--- config.mk ---
export PLATFORM = sky130hd
export DESIGN_NAME = keypad_encoder
export DESIGN_NICKNAME = d
export VERILOG_FILES = /design/src/rtl/keypad_encoder.sv
export SDC_FILE = /design/constraint.sdc
export NUM_CORES = 1
export LEC_CHECK = 0
export ABC_AREA = 1
export CORE_AREA = 2 2 89 91
export DETAILED_ROUTE_END_ITERATION = 8
export DIE_AREA = 0 0 91 93
export GPL_TIMING_DRIVEN = 0
export SYNTH_ARGS = -nofsm -noshare
export SYNTH_HDL_FRONTEND = slang
export SYNTH_SLANG_ARGS = --single-unit
--- constraint.sdc ---
create_clock -name clk_i -period 1.8 [get_ports clk_i]
set_input_delay 0.18 -clock clk_i [delete_from_list [all_inputs] [get_ports clk_i]]
set_output_delay 0.18 -clock clk_i [all_outputs]
set_load 0.1 [all_outputs]
--- src/rtl/keypad_encoder.sv ---
// keypad_encoder
//
// Producer side of the cooking timer's digit-load interface. Debounces ten
// one-hot keypad lines, encodes a stable single-key press into a BCD digit
// and issues one single-cycle load strobe per press. It stops loading once
// MAX_DIGITS digits have been entered, until the next clear.
//
// Ports:
//   clk_i          - clock, all state changes on the rising edge
//   clear_i        - synchronous active-high reset, overrides everything
//   en_i           - key entry permitted (low while cooking)
//   keypad_i       - raw key lines, bit i high = key i pressed
//   data_out_o     - BCD code of the last accepted key
//   load_o         - single-cycle strobe, data_out_o valid in the same cycle
//   digit_count_o  - number of loads since the last clear (saturating)
//   full_o         - digit_count_o == MAX_DIGITS

module keypad_encoder #(
    parameter int unsigned DEBOUNCE_CYCLES = 4,  // 1..255
    parameter int unsigned MAX_DIGITS      = 3   // 1..3
) (
    input  logic       clk_i,
    input  logic       clear_i,
    input  logic       en_i,
    input  logic [9:0] keypad_i,
    output logic [3:0] data_out_o,
    output logic       load_o,
    output logic [1:0] digit_count_o,
    output logic       full_o
);

    localparam logic [7:0] DbLimit  = DEBOUNCE_CYCLES[7:0];
    localparam logic [1:0] MaxCount = MAX_DIGITS[1:0];

    typedef enum logic [1:0] {
        StIdle,
        StDebounce,
        StWaitRelease
    } state_e;

    state_e     state_q;
    logic [9:0] pattern_q;
    logic [3:0] code_q;
    logic [7:0] cnt_q;
    logic [3:0] data_q;
    logic       load_q;
    logic [1:0] count_q;

    logic       key_valid;
    logic [3:0] key_code;
    logic [7:0] cnt_inc;

    // Exactly one line high; zero or several lines count as no key.
    assign key_valid = (keypad_i != '0) && ((keypad_i & (keypad_i - 10'd1)) == '0);
    assign cnt_inc   = cnt_q + 8'd1;

    // Only meaningful when key_valid, so a priority scan is enough.
    always_comb begin
        key_code = 4'd0;
        for (int i = 0; i < 10; i++) begin
            if (keypad_i[i]) begin
                key_code = 4'(i);
            end
        end
    end

    always_ff @(posedge clk_i) begin
        if (clear_i) begin
            state_q   <= StIdle;
            pattern_q <= '0;
            code_q    <= '0;
            cnt_q     <= '0;
            data_q    <= '0;
            load_q    <= 1'b0;
            count_q   <= '0;
        end else begin
            load_q <= 1'b0;
            case (state_q)
                StIdle: begin
                    if (en_i && key_valid) begin
                        pattern_q <= keypad_i;
                        code_q    <= key_code;
                        cnt_q     <= '0;
                        state_q   <= StDebounce;
                    end
                end
                StDebounce: begin
                    if (!en_i || (keypad_i != pattern_q)) begin
                        // Any bounce or loss of enable restarts the whole press.
                        cnt_q   <= '0;
                        state_q <= StIdle;
                    end else if (cnt_inc == DbLimit) begin
                        cnt_q   <= '0;
                        state_q <= StWaitRelease;
                        if (!full_o) begin
                            data_q  <= code_q;
                            load_q  <= 1'b1;
                            count_q <= count_q + 2'd1;
                        end
                    end else begin
                        cnt_q <= cnt_inc;
                    end
                end
                StWaitRelease: begin
                    // en_i ignored here; a bounce only restarts the release count.
                    if (keypad_i != '0) begin
                        cnt_q <= '0;
                    end else if (cnt_inc == DbLimit) begin
                        cnt_q   <= '0;
                        state_q <= StIdle;
                    end else begin
                        cnt_q <= cnt_inc;
                    end
                end
                default: begin
                    cnt_q   <= '0;
                    state_q <= StIdle;
                end
            endcase
        end
    end

    assign data_out_o    = data_q;
    assign load_o        = load_q;
    assign digit_count_o = count_q;
    assign full_o        = (count_q == MaxCount);

endmodule
==> impl_metrics.json <==
{
  "status": "complete, no violations",
  "clkTransAtPathRegs_ns": 0.07,
  "slew_headroom_pct": 36.2,
  "slew_viol_final": 0,
  "syn-cell-area_um2": 1820,
  "fin_worst_skew_ns": 0.00418,
  "hp-start": "keypad_i[6]",
  "r2r_cells": 11,
  "setup_violations": 0,
  "crit_family": "simple AND/OR/NAND/NOR gates",
  "r2r_start": "state_q[1]",
  "min_path_type": "in -> reg",
  "yosysWarningCount": 0,
  "drv_cap": 0,
  "area_delta_synth_final_pct": 33.3,
  "max_freq_mhz": 575,
  "finish.instance_area_um2": 2420,
  "place.gp.congestion": 0.915,
  "track_usage_pct": 11.4,
  "internal_power_mw": 1.25,
  "grt_max_degree": 11,
  "viasPerCell": 4.59,
  "power_density_nw_per_um2": 765,
  "synth_cell_type_count": 25,
  "port_buffers": 20,
  "leakagePower_nw": 1.05,
  "drt_wl_total_um": 4800,
  "layout_common_cells": "60 x nand2_1, 38 x inv_1, 30 x a21oi_1",
  "synth_compound_area_share_pct": 17.4,
  "worst_ep_required_time_ns": 2.00,
  "yosysTopAreaCell": "dfxtp_1",
  "synth_top_family_by_area": "simple AND/OR/NAND/NOR gates",
  "cp_num_buf_inv": 2,
  "yosys-top-cells-area": "dfxtp_1 34%, nand2_1 13%, a21oi_1 8.8%",
  "drt-initial-drc-count": 125,
  "finalCritPeriodShare_pct": 96.7,
  "synth_nets": 301,
  "arrival_ns": 1.94,
  "dp_cells": 405,
  "fillers": 852,
  "startpoint": "state_q[1]",
  "fin_nets": 334,
  "clkPwrFrac_pct": 34.5,
  "ant_nets": 0,
  "ir_worst_vdd_uv": 289,
  "numCtsBuffers": 5,
  "drtPass1Iterations": 4,
  "dieHeight_um": 93,
  "antenna_found_initial": 0,
  "r2r_end": "data_out_o[0]",
  "initial_core_util_pct": 24.2,
  "startpoint_type": "flip-flop",
  "synth_simple_gate_area_share_pct": 34.3,
  "diodes": 0,
  "die_w_um": 91,
  "tightest_slew_ns": 0.961,
  "cp_slowest_stage_delay_ns": 0.33,
  "cts_num_sinks": 31,
  "path_class": "reg -> reg",
  "final_common_cell": "nand2_1",
  "period_needed_ns": 1.74,
  "h-tree-depth": 2,
  "ios": 21,
  "switching_power_mw": 0.610,
  "p_sw_share_pct": 32.9,
  "synth-xor-area-share_pct": 0.481,
  "cts_tree": "done",
  "power_mw": 1.86,
  "coreArea_um2": 7530,
  "dp_hpwl_um": 3500,
  "overflow": 0,
  "cts.path.max_buffers": 2,
  "dp_slack_ns": -0.353,
  "cp_slowest_cell": "dfxtp_2",
  "drc": 0,
  "grt_pass1_vias": 1742,
  "grt_pass1_wl_um": 7820,
  "combPwrFrac_pct": 24.9,
  "wl_per_cell_um": 11.5,
  "end_kind": "flip-flop",
  "drive_gt1_share_pct": 19.2,
  "cts_root_buf": "clkbuf_8",
  "final-hold-violation-count": 0,
  "num_rows": 32,
  "hold-path-cell-count": 3,
  "synth_area_per_cell_um2": 6.43,
  "synthAdderAreaFrac_pct": 3.44,
  "crit_fanout": 4,
  "muxShareOfSynthArea_pct": 0,
  "dr_total_vias": 1924,
  "die_area_um2": 8460,
  "final_core_util_pct": 32.2,
  "synth-seq-area-share_pct": 34.1,
  "clock_latency_ns": 0.29,
  "holdPathEnd": "pattern_q[6]",
  "synth_top_area_share_pct": 34.1,
  "seqPwrFrac_pct": 40.5,
  "ys_ff_latch": 31,
  "syn_inst": 283,
  "layout_setup_ws_ns": 0.0598,
  "path_cells": "inv_2, ha_4, nand2_2, a21oi_2, nand3_1, nor2_1, nand3_2, nor2_4, buf_4, a21oi_1, nor3_1",
  "reg2reg_slack_ns": 0.06,
  "placed_cell_area_um2": 2160,
  "final_cells": 419
}
[worst register-to-register path, delay by kind of cell, from the launching register on]
| family | cells | cell delay, ns |
|---|---|---|
| AOI/OAI and AO/OA | 2 | 0.15 |
| buffers and inverters | 2 | 0.22 |
| DFF | 1 | 0.33 |
| adders and majority gates | 1 | 0.14 |
| and+or+nand+nor | 6 | 0.81 |
[area by class of cell]
type | instances | area, um2 | area share, %
tap | 102 | 128 | 5.26
sequential | 31 | 629 | 26.0
timing repair buffer | 26 | 256 | 10.6
multi-input combinational | 206 | 1120 | 46.2
inverter | 41 | 154 | 6.35
clock inverter | 1 | 7.51 | 0.310
clock buffer | 7 | 96.3 | 3.97
buffer | 5 | 32.5 | 1.34
[cells in the mapped netlist, drive strengths merged]
library cell	number
nand2	68
inv	41
a21oi	33
nor2	33
dfxtp	31
o21ai	25
nand3	20
nand4	10
ha	5
nor3	5
buf	4
nand3b	2
o21bai	2
a21boi	1
clkbuf	1
nor3b	1
xor2	1
[timing repair]
action,in CTS,in global routing
pin swaps,1,7
resized for setup,17,37
endpoints found under the hold margin,0,0
setup endpoints to repair,26,30
hold buffers,0,0
gates cloned,0,0
setup buffers,0,6
[through the flow]
step | hold slack (ns) | TNS, ns
floorplan | 0.252 | 0
global placement | 0.453 | -8.33
detailed placement | 0.464 | -9.34
CTS | 0.459 | -0.0344
global route | 0.354 | -0.0479
finish | 0.328 | 0
[how the worst max path moves through the flow]
stage | end | slack, ns | cells past startpoint
6_report | data_out_o[0] | 0.06 | 11
5_1_grt | cnt_q[1] | -0.02 | 11
4_1_cts | cnt_q[0] | -0.02 | 9
3_5_place_dp | data_out_o[0] | -0.35 | 10
3_3_place_gp | cnt_q[2] | -0.34 | 8
2_1_floorplan | digit_count_o[1] | 0.20 | 5
[per-layer routing]
| metal | vias up | global-route usage (%) | wire length (um) |
|---|---|---|---|
| met4 | 0 | 5.05 | 80 |
| met5 | - | 0 | 0 |
| met3 | 5 | 2.26 | 172 |
| li1 | 990 | - | - |
| met2 | 39 | 19.7 | 2340 |
| met1 | 890 | 13.7 | 2210 |
[flip-flops by register name, indices dropped and copies added, names as in the netlist]
register / flops
cnt_q: 8
digit_count_o: 2
state_q: 2
code_q: 4
data_out_o: 4
pattern_q: 10
load_o: 1
[logic make-up (layout without fill, tap and decap cells)]
logic type | after synthesis | count (layout)
xor+xnor | 1 | 1
fa+ha+maj | 5 | 5
flops | 31 | 31
simple gates | 139 | 139
compound gates | 61 | 61
buf+inv | 46 | 80
[power by group through the flow]
stage               Clock, mW  Sequential (mW)  Combinational, mW
global placement            0            0.759              0.414
CTS                     0.649            0.744              0.419
finish                  0.641            0.752              0.463
global route            0.675            0.757              0.522
detailed placement          0            0.759              0.419
floorplan                   0            0.753              0.303
No activity file was read; power rests on OpenSTA's default activity.
